$ cat src/rtl/conv_window_sequencer_if.sv
// Byte load port, command/status, result stream and max report of conv_window_sequencer.
// master is the host/consumer side, slave is the sequencer.
interface conv_window_sequencer_if;
   logic        load_valid;
   logic        load_sel;
   logic [7:0]  load_data;
   logic        load_ready;
   logic        start;
   logic        busy;
   logic        res_valid;
   logic        res_ready;
   logic [17:0] res_data;
   logic        res_last;
   logic        max_valid;
   logic [17:0] max_data;
   logic [5:0]  max_idx;

   modport master (
      output load_valid, load_sel, load_data, start, res_ready,
      input  load_ready, busy, res_valid, res_data, res_last, max_valid, max_data, max_idx
   );

   modport slave (
      input  load_valid, load_sel, load_data, start, res_ready,
      output load_ready, busy, res_valid, res_data, res_last, max_valid, max_data, max_idx
   );
endinterface

$ cat src/rtl/conv_window_sequencer.sv
// Buffers an IMG_DIM x IMG_DIM image and a 2x2 kernel, then walks every stride-1 window on one
// shared 8x8 multiplier, streaming each window sum and tracking the largest one.
module conv_window_sequencer #(
   parameter int unsigned IMG_DIM = 4
) (
   input logic                    clk,
   input logic                    rst_n,
   conv_window_sequencer_if.slave bus
);
   localparam int unsigned NumPix = IMG_DIM * IMG_DIM;
   localparam int unsigned NumWin = (IMG_DIM - 1) * (IMG_DIM - 1);
   localparam int unsigned PixW   = $clog2(NumPix);
   localparam int unsigned PosW   = $clog2(IMG_DIM);

   typedef enum logic [1:0] {StIdle, StRun, StOut} state_e;

   state_e state_q, state_d;

   logic [7:0]      pix_mem_q [NumPix];
   logic [7:0]      w_q [4];
   logic [PixW-1:0] pix_ptr_q, pix_ptr_d;
   logic [1:0]      w_ptr_q, w_ptr_d;
   logic            pix_we, w_we;

   logic [PosW-1:0] row_q, row_d;
   logic [PosW-1:0] col_q, col_d;
   logic [5:0]      win_idx_q, win_idx_d;
   logic [1:0]      k_q, k_d;
   logic [17:0]     acc_q, acc_d;
   logic [17:0]     max_data_q, max_data_d;
   logic [5:0]      max_idx_q, max_idx_d;
   logic            max_valid_q, max_valid_d;

   logic [PixW-1:0] base_addr, mac_addr;
   logic [7:0]      mac_pix, mac_w;
   logic [15:0]     prod;
   logic            last_win;

   // k[1] selects the lower row of the window, k[0] the right-hand column.
   always_comb begin
      base_addr = PixW'(row_q) * PixW'(IMG_DIM) + PixW'(col_q);
      mac_addr  = base_addr + (k_q[1] ? PixW'(IMG_DIM) : '0) + PixW'(k_q[0]);
      mac_pix   = pix_mem_q[mac_addr];
      mac_w     = w_q[k_q];
      prod      = 16'(mac_pix) * 16'(mac_w);
   end

   assign last_win = (win_idx_q == 6'(NumWin - 1));

   always_comb begin
      state_d     = state_q;
      pix_ptr_d   = pix_ptr_q;
      w_ptr_d     = w_ptr_q;
      pix_we      = 1'b0;
      w_we        = 1'b0;
      row_d       = row_q;
      col_d       = col_q;
      win_idx_d   = win_idx_q;
      k_d         = k_q;
      acc_d       = acc_q;
      max_data_d  = max_data_q;
      max_idx_d   = max_idx_q;
      max_valid_d = max_valid_q;

      unique case (state_q)
         StIdle: begin
            if (bus.load_valid) begin
               if (bus.load_sel) begin
                  w_we    = 1'b1;
                  w_ptr_d = w_ptr_q + 2'd1;
               end else begin
                  pix_we    = 1'b1;
                  pix_ptr_d = (pix_ptr_q == PixW'(NumPix - 1)) ? '0 : pix_ptr_q + PixW'(1);
               end
            end
            // A write in the start cycle still lands at the old pointer; only the pointers clear.
            if (bus.start) begin
               pix_ptr_d   = '0;
               w_ptr_d     = '0;
               row_d       = '0;
               col_d       = '0;
               win_idx_d   = '0;
               k_d         = '0;
               acc_d       = '0;
               max_data_d  = '0;
               max_idx_d   = '0;
               max_valid_d = 1'b0;
               state_d     = StRun;
            end
         end

         StRun: begin
            acc_d = acc_q + 18'(prod);
            k_d   = k_q + 2'd1;
            if (k_q == 2'd3) begin
               state_d = StOut;
               // Update on the edge into OUT so the max is observable with the first res_valid.
               if ((win_idx_q == '0) || (acc_d > max_data_q)) begin
                  max_data_d = acc_d;
                  max_idx_d  = win_idx_q;
               end
            end
         end

         StOut: begin
            if (bus.res_ready) begin
               if (last_win) begin
                  max_valid_d = 1'b1;
                  state_d     = StIdle;
               end else begin
                  acc_d     = '0;
                  k_d       = '0;
                  win_idx_d = win_idx_q + 6'd1;
                  if (col_q == PosW'(IMG_DIM - 2)) begin
                     col_d = '0;
                     row_d = row_q + PosW'(1);
                  end else begin
                     col_d = col_q + PosW'(1);
                  end
                  state_d = StRun;
               end
            end
         end

         default: state_d = StIdle;
      endcase
   end

   always_ff @(posedge clk or negedge rst_n) begin
      if (!rst_n) begin
         state_q <= StIdle;
      end else begin
         state_q <= state_d;
      end
   end

   always_ff @(posedge clk or negedge rst_n) begin
      if (!rst_n) begin
         pix_ptr_q   <= '0;
         w_ptr_q     <= '0;
         row_q       <= '0;
         col_q       <= '0;
         win_idx_q   <= '0;
         k_q         <= '0;
         acc_q       <= '0;
         max_data_q  <= '0;
         max_idx_q   <= '0;
         max_valid_q <= 1'b0;
      end else begin
         pix_ptr_q   <= pix_ptr_d;
         w_ptr_q     <= w_ptr_d;
         row_q       <= row_d;
         col_q       <= col_d;
         win_idx_q   <= win_idx_d;
         k_q         <= k_d;
         acc_q       <= acc_d;
         max_data_q  <= max_data_d;
         max_idx_q   <= max_idx_d;
         max_valid_q <= max_valid_d;
      end
   end

   always_ff @(posedge clk or negedge rst_n) begin
      if (!rst_n) begin
         for (int i = 0; i < int'(NumPix); i++) begin
            pix_mem_q[i] <= '0;
         end
      end else if (pix_we) begin
         pix_mem_q[pix_ptr_q] <= bus.load_data;
      end
   end

   always_ff @(posedge clk or negedge rst_n) begin
      if (!rst_n) begin
         for (int i = 0; i < 4; i++) begin
            w_q[i] <= '0;
         end
      end else if (w_we) begin
         w_q[w_ptr_q] <= bus.load_data;
      end
   end

   assign bus.load_ready = (state_q == StIdle);
   assign bus.busy       = (state_q != StIdle);
   assign bus.res_valid  = (state_q == StOut);
   assign bus.res_data   = acc_q;
   assign bus.res_last   = (state_q == StOut) && last_win;
   assign bus.max_valid  = max_valid_q;
   assign bus.max_data   = max_data_q;
   assign bus.max_idx    = max_idx_q;
endmodule

$ cat src/flat_wrapper.sv
// flat-port wrapper written by rule: the top's interface ports become plain ports
module conv_window_sequencer_flat 
#(
   parameter int unsigned IMG_DIM = 4
)
  (clk, rst_n, bus_load_valid, bus_load_sel, bus_load_data, bus_start, bus_res_ready, bus_load_ready, bus_busy, bus_res_valid, bus_res_data, bus_res_last, bus_max_valid, bus_max_data, bus_max_idx);
  conv_window_sequencer_if bus_i ();
  input logic clk;
  input logic rst_n;
  input wire logic [$bits(bus_i.load_valid)-1:0] bus_load_valid;
  input wire logic [$bits(bus_i.load_sel)-1:0] bus_load_sel;
  input wire logic [$bits(bus_i.load_data)-1:0] bus_load_data;
  input wire logic [$bits(bus_i.start)-1:0] bus_start;
  input wire logic [$bits(bus_i.res_ready)-1:0] bus_res_ready;
  output wire logic [$bits(bus_i.load_ready)-1:0] bus_load_ready;
  output wire logic [$bits(bus_i.busy)-1:0] bus_busy;
  output wire logic [$bits(bus_i.res_valid)-1:0] bus_res_valid;
  output wire logic [$bits(bus_i.res_data)-1:0] bus_res_data;
  output wire logic [$bits(bus_i.res_last)-1:0] bus_res_last;
  output wire logic [$bits(bus_i.max_valid)-1:0] bus_max_valid;
  output wire logic [$bits(bus_i.max_data)-1:0] bus_max_data;
  output wire logic [$bits(bus_i.max_idx)-1:0] bus_max_idx;
  assign bus_i.load_valid = bus_load_valid;
  assign bus_i.load_sel = bus_load_sel;
  assign bus_i.load_data = bus_load_data;
  assign bus_i.start = bus_start;
  assign bus_i.res_ready = bus_res_ready;
  assign bus_load_ready = bus_i.load_ready;
  assign bus_busy = bus_i.busy;
  assign bus_res_valid = bus_i.res_valid;
  assign bus_res_data = bus_i.res_data;
  assign bus_res_last = bus_i.res_last;
  assign bus_max_valid = bus_i.max_valid;
  assign bus_max_data = bus_i.max_data;
  assign bus_max_idx = bus_i.max_idx;
  conv_window_sequencer #(.IMG_DIM(IMG_DIM)) u_core (.clk(clk), .rst_n(rst_n), .bus(bus_i));
endmodule
$ cat config.mk
export PLATFORM = sky130hd
export DESIGN_NAME = conv_window_sequencer_flat
export DESIGN_NICKNAME = d
export VERILOG_FILES = /design/src/rtl/conv_window_sequencer_if.sv /design/src/rtl/conv_window_sequencer.sv /design/src/flat_wrapper.sv
export SDC_FILE = /design/constraint.sdc
export NUM_CORES = 1
export LEC_CHECK = 0
export ABC_CLOCK_PERIOD_IN_PS = 7300
export CAP_MARGIN = 10
export CORE_MARGIN = 2
export CORE_UTILIZATION = 25
export CTS_CLUSTER_SIZE = 30
export DETAILED_ROUTE_END_ITERATION = 12
export PLACE_DENSITY_LB_ADDON = 0.3
export SYNTH_ARGS = -nofsm -noshare
export SYNTH_HDL_FRONTEND = slang
export SYNTH_SLANG_ARGS = --single-unit
$ cat constraint.sdc
create_clock -name clk -period 7.3 [get_ports clk]
set_input_delay 1.46 -clock clk [delete_from_list [all_inputs] [get_ports clk]]
set_output_delay 1.46 -clock clk [all_outputs]
set_load 0.01 [all_outputs]
-- After elaboration in Yosys (flattened, before gate mapping)
Cells that the tools add are included.
W data, S select, Z words.
- bits in registers: 223
- input bits: 14
- output and inout bits: 47
- word-level logic and storage cells: 148
- add/sub/neg operators: 10
- multipliers: 1
- $lt $le $gt $ge: 7
- equality and inequality tests: 14
- multiplexer cells: 61
- bitwise gates (word level): 4
- reductions and logical operators: 20
- operators by type and width (kind ; number):
    $bwmux W128 ; 1
    $mux W18 ; 5
    $pmux W18 S3 ; 1
    $mux W8 ; 6
    $pmux W18 S2 ; 1
    $bmux W8 S4 ; 1
    $bwmux W32 ; 1
    $demux W8 S4 ; 1
    $mux W2 ; 15
    $mux W6 ; 5
    $pmux W6 S2 ; 2
    $add A18 B16 Y18 ; 1
    $gt A18 B18 Y1 ; 1
    $bmux W8 S2 ; 1
    $demux W8 S2 ; 1
    $mul A8 B8 Y16 ; 1
    $mux W4 ; 4
    $reduce_and A4 Y1 ; 4
    $pmux W2 S3 ; 2
    $ge A5 B5 Y1 const B ; 2
    $mux W1 ; 10
    $ne A2 B1 Y1 const B ; 5
    $not A4 Y5 ; 2
    $reduce_bool A2 Y1 ; 5
    other kinds (25) ; 39

-- Depth between registers and ports, before layout
- depth in word-level cells: 14
- depth in mapped cells: 34
- gate-level depth less buffers: 31

-- Least setup slack after synthesis
Ideal clock, no wire load.
- path type: reg-to-reg
- start: register u_core.col_q[0]
- end: register u_core.max_data_q[11] (netlist: u_core.bus.max_data[11])
- library setup time: 0.125 ns
- arrival time: 7.523 ns
- required time: 7.175 ns
- slack: -0.348 ns
- cell stages (with the launch flop): 29
- path buffers: 3
- clock period less this slack: 7.648 ns
- cell sequence: dfrtp_1 -> ha_1 -> ha_1 -> buf_1 -> mux4_2 -> mux4_2 -> nand2_1 -> fa_1 -> fa_1 -> inv_1 -> fa_1 -> inv_1 -> fa_1 -> inv_1 -> ha_1 -> a21o_1 -> a21oi_1 -> a21bo_2 -> a21oi_1 -> or3_1 -> and2_1 -> ha_1 -> and4_1 -> a221oi_1 -> o211a_4 -> or2_1 -> buf_6 -> buf_12 -> mux2_4
- longest elaborated chain between the ends: 13
- elaborated cells on any way between the ends: 16
- those cells by class: 4 x add/sub; 1 x mul; 1 x order compare; 1 x eq/ne; 6 x mux; 1 x bitwise; 2 x reduce/logical
- ends and longest elaborated chain (element ; line ; RTL):
    from (decl) ; conv_window_sequencer.sv:26 ; logic [PosW-1:0] col_q, col_d;
    from (signal assigned) ; conv_window_sequencer.sv:153 ; col_q <= col_d;
    $add A4 B2 Y4 (*) ; conv_window_sequencer.sv:41 ; base_addr = PixW'(row_q) * PixW'(IMG_DIM) + PixW'(col_q);
    $add A4 B4 Y4 (*) ; conv_window_sequencer.sv:42 ; mac_addr = base_addr + (k_q[1] ? PixW'(IMG_DIM) : '0) + PixW'(k_q[0]);
    $add A4 B1 Y4 (*) ; conv_window_sequencer.sv:42 ;
    $not A4 Y5 (not written as such) (*) ; conv_window_sequencer.sv:43 ; mac_pix = pix_mem_q[mac_addr];
    $bmux W8 S4 (*) ; conv_window_sequencer.sv:43 ;
    $mux W8 (not written as such) (*) (2 in a row) ; conv_window_sequencer.sv:43 ;
    $mul A8 B8 Y16 (*) ; conv_window_sequencer.sv:45 ; prod = 16'(mac_pix) * 16'(mac_w);
    $add A18 B16 Y18 (*) ; conv_window_sequencer.sv:93 ; acc_d = acc_q + 18'(prod);
    $gt A18 B18 Y1 ; conv_window_sequencer.sv:98 ; if ((win_idx_q == '0) || (acc_d > max_data_q)) begin
    $logic_or A1 B1 Y1 ; conv_window_sequencer.sv:98 ;
    $ne A2 B1 Y1 (no line) ; - ;
    $reduce_and A4 Y1 (no line) ; - ;
    to (signal assigned) ; conv_window_sequencer.sv:157 ; max_data_q <= max_data_d;
    to (decl) ; conv_window_sequencer.sv:30 ; logic [17:0] max_data_q, max_data_d;
Mark *: on every way between the ends. The rest lies on a longest branch, timed or not. The select of a mux whose other input is x is not followed.
A chain may end at the register's enable or synchronous reset.

-- Worst setup path in the final report
- start: register u_core.k_q[0]
- end: register u_core.max_idx_q[5] (netlist: u_core.bus.max_idx[5])
- longest elaborated chain between the ends: 11
- elaborated cells on any way between the ends: 17
- those cells by class: 2 x add/sub; 1 x mul; 1 x order compare; 3 x eq/ne; 6 x mux; 2 x bitwise; 2 x reduce/logical
- ends and longest elaborated chain (element ; line ; RTL):
    from (decl) ; conv_window_sequencer.sv:28 ; logic [1:0] k_q, k_d;
    from (signal assigned) ; conv_window_sequencer.sv:155 ; k_q <= k_d;
    $add A4 B1 Y4 ; conv_window_sequencer.sv:42 ;
    $not A4 Y5 (not written as such) ; conv_window_sequencer.sv:43 ;
    $bmux W8 S4 ; conv_window_sequencer.sv:43 ;
    $mux W8 (not written as such) (2 in a row) ; conv_window_sequencer.sv:43 ;
    $mul A8 B8 Y16 ; conv_window_sequencer.sv:45 ;
    $add A18 B16 Y18 ; conv_window_sequencer.sv:93 ;
    $gt A18 B18 Y1 ; conv_window_sequencer.sv:98 ;
    $logic_or A1 B1 Y1 ; conv_window_sequencer.sv:98 ;
    $ne A2 B1 Y1 (no line) ; - ;
    $reduce_and A4 Y1 (no line) (*) ; - ;
    to (signal assigned) ; conv_window_sequencer.sv:158 ; max_idx_q <= max_idx_d;
    to (decl) ; conv_window_sequencer.sv:31 ; logic [5:0] max_idx_q, max_idx_d;
Marked as above.

==> flow_summary.toml <==
[finish]
layout.nets = 1366
final_cells = 1938
diodes = 0
area_delta_synth_final_pct = 27.4
layout-drive-gt1-share = 0.397
fillCellCount = 5283

[placement]
place_congestion = 0.845
portBuffers = 60
post-dp-hpwl_um = 24900
dp.cells = 1857
dp_slack_ns = -0.401

[setup_path]
crit_buf_inv = 7
start_kind = "flop"
max_stage_delay_ns = 0.58
slowest_stage = "mux4_2"
critical_path_class = "flop to flop"
worst-path-max-fanout = 6
worstPathRequired_ns = 7.77
cp-end-kind = "flop"
crit_family = "adder cells"
cp.arrival_ns = 7.84

[synth]
synth_edf_count = 0
syn_area_per_cell_sq_um = 12.3
ys.flop_type = "dfrtp_1"
syn_nets = 1227
async_reset_ff_frac = 1.00
synth-seq-cells = 223
synth_top_area_frac = 0.416
synth_most_common_cell = "dfrtp_1"
syn_area_sq_um = 13400
synth_top_area_cell = "dfrtp_1"
synth_area_leaders = "dfrtp_1, mux2_2, fa_1"
ys_warn_count = 0
synth_commonest_cells = "dfrtp_1, mux2_2, inv_1"
synth_cells = 1091
ys_types = 62
yosysSeqAreaShare = 0.416

[die]
start_util = 0.254
die_area_sq_um = 55500
io_pins = 61
rows = 84
die_w_um = 236
core_area_sq_um = 52800
die_h_um = 236

[worst_hold_path]
min_path_type = "flop to flop"

[sta]
worst_pin_slew_ns = 0.933
setup_slack_ns = -0.0665
fin_skew_ns = 0.0260
layout_min_cycle_time_ns = 7.37
finalSetupViolations = 18
layout_worst_path_cycle_share = 1.01
rsz0062_at_grt = "yes"
hold_viol = 0
slew_violations = 0
maxSlewHeadroom = 0.378
max_freq_mhz = 136

[global_routing]
grt_pass1_wl_um = 56200
grt.overflow.total = 0
grt_pass1_vias = 9427
antenna_found_initial = 0
track_usage = 0.129
grt_max_degree = 161

[routing]
wl_per_cell_um = 18.4
ant_nets = 0
drc = 0
drt_pass1_iterations = 4
first_iter_violations = 382
via_count = 8756
routed_wl_um = 35700
vias_per_cell = 4.52

[clock_network]
cts_root_buf = "clkbuf_16"
cts_num_sinks = 223
cts_tree = "built"
cts_buffers = 27
clkTransAtPathRegs_ns = 0.06
htree_levels = 1
clockBufferDepth = 3
cts_hold_buffers = 0
worstSkewPairLatency_ns = 0.57

[job]
cap_violations = 0

[status]
violations = "negative setup slack"
status = "complete, but fails checks"
==> flip-flops by register name, summed over array words and instances (netlist names), 2 cells and up <==
name / flops
u_core.bus.max_data: 18
u_core.bus.max_idx: 6
u_core.bus.res_data: 18
u_core.col_q: 2
u_core.k_q: 2
u_core.pix_mem_q: 128
u_core.pix_ptr_q: 4
u_core.row_q: 2
u_core.state_q: 2
u_core.w_ptr_q: 2
u_core.w_q: 32
u_core.win_idx_q: 6
==> path summary, 6_finish.rpt <==
kind / start / end / slack [ns] / cells after the start
worst max-delay path: u_core.k_q[0]$_DFFE_PN0P_ / u_core.bus.max_idx[5]$_DFFE_PN0P_ / -0.07 / 27
worst min-delay path: u_core.bus.max_valid$_DFFE_PN0P_ / u_core.bus.max_valid$_DFFE_PN0P_ / 0.49 / 2
worst max register to register: u_core.k_q[0]$_DFFE_PN0P_ / u_core.bus.max_idx[5]$_DFFE_PN0P_ / -0.07 / 27
worst min register to register: u_core.bus.max_valid$_DFFE_PN0P_ / u_core.bus.max_valid$_DFFE_PN0P_ / 0.49 / 2
max in group asynchronous: rst_n / u_core.bus.max_data[7]$_DFFE_PN0P_ / 5.15 / 2
min in group asynchronous: rst_n / u_core.pix_mem_q[64]$_DFFE_PN0P_ / 0.84 / 1
==> logic make-up after synthesis <==
| kind of cell | Yosys count | share of synthesized area |
|---|---|---|
| buffers and inverters | 186 | 0.0582 |
| AO/OA/AOI/OAI | 109 | 0.0555 |
| XOR/XNOR | 18 | 0.0118 |
| adder cells (fa/ha/maj) | 122 | 0.142 |
| flip-flops | 223 | 0.416 |
| AND/OR/NAND/NOR | 205 | 0.0830 |
| multiplexers | 228 | 0.234 |
==> final cells by class <==
cell class	instances	area, sq um	share of cell area
Tap cell	688	861	0.0504
Multi-Input combinational cell	682	7680	0.449
Clock buffer	42	802	0.0469
Clock inverter	7	53.8	0.00315
Sequential cell	223	5580	0.326
Timing Repair Buffer	159	1600	0.0937
Inverter	137	519	0.0304
==> metal layers <==
metal  GRT usage  up-vias  wire, um
met5           0        -         0
met4      0.0367        0       904
met3      0.0157       48       872
met2       0.223      135     17700
met1       0.169     4553     16200
li1            -     4020         -
==> metrics by stage <==
step / util / area (sq um) / hold slack [ns] / setup TNS (ns)
after detailed placement: 0.290 / 15300 / 0.481 / -8.70
after floorplan: - / 13500 / 0.456 / 0
final: 0.324 / 17100 / 0.488 / -0.713
after CTS: 0.318 / 16800 / 0.493 / -2.13
after global routing: 0.324 / 17100 / 0.509 / -4.56
after global placement: 0.290 / 15300 / 0.470 / -6.38
==> placed cells by master (no fill, tap or decap), drive strengths merged, types with 8 or more instances in the layout <==
cell type / Yosys / final
dfrtp: 223 / 223
mux2: 177 / 177
inv: 137 / 139
buf: 22 / 100
nand2: 84 / 84
ha: 72 / 72
clkdlybuf4s50: 0 / 59
fa: 50 / 50
mux4: 45 / 45
clkbuf: 27 / 42
and2: 32 / 32
nor2: 27 / 27
o21ai: 24 / 24
a21o: 22 / 22
a21oi: 20 / 20
xnor2: 14 / 14
nor3: 12 / 12
nand3: 11 / 11
a22o: 10 / 10
nor2b: 9 / 9
nand2b: 8 / 8
==> worst register-to-register path: stages (launching register included) <==
cell     delay [ns]
dfrtp_1        0.41
ha_4           0.35
buf_12         0.14
buf_16         0.12
mux4_2         0.52
mux4_2         0.58
and2_4         0.19
fa_2           0.57
fa_1           0.43
fa_1           0.51
inv_2          0.04
fa_1           0.54
inv_2          0.04
ha_4           0.22
a21o_1         0.20
a31oi_4        0.23
a21oi_2        0.09
or3_1          0.33
and2_4         0.16
ha_4           0.26
and4_4         0.24
nand2_4        0.06
o211a_4        0.23
or2_4          0.30
buf_6          0.15
buf_8          0.14
buf_4          0.13
o21ai_2        0.10
==> repair_timing <==
item,4_1_cts,5_1_grt
endpoints found under the setup margin,24,24
cloned,6,0
resized for setup,84,92
setup buffers,18,14
pin swaps,53,71
Power is not shown: default switching activity piles up to over one toggle a cycle in this logic, so the estimate is an artifact.
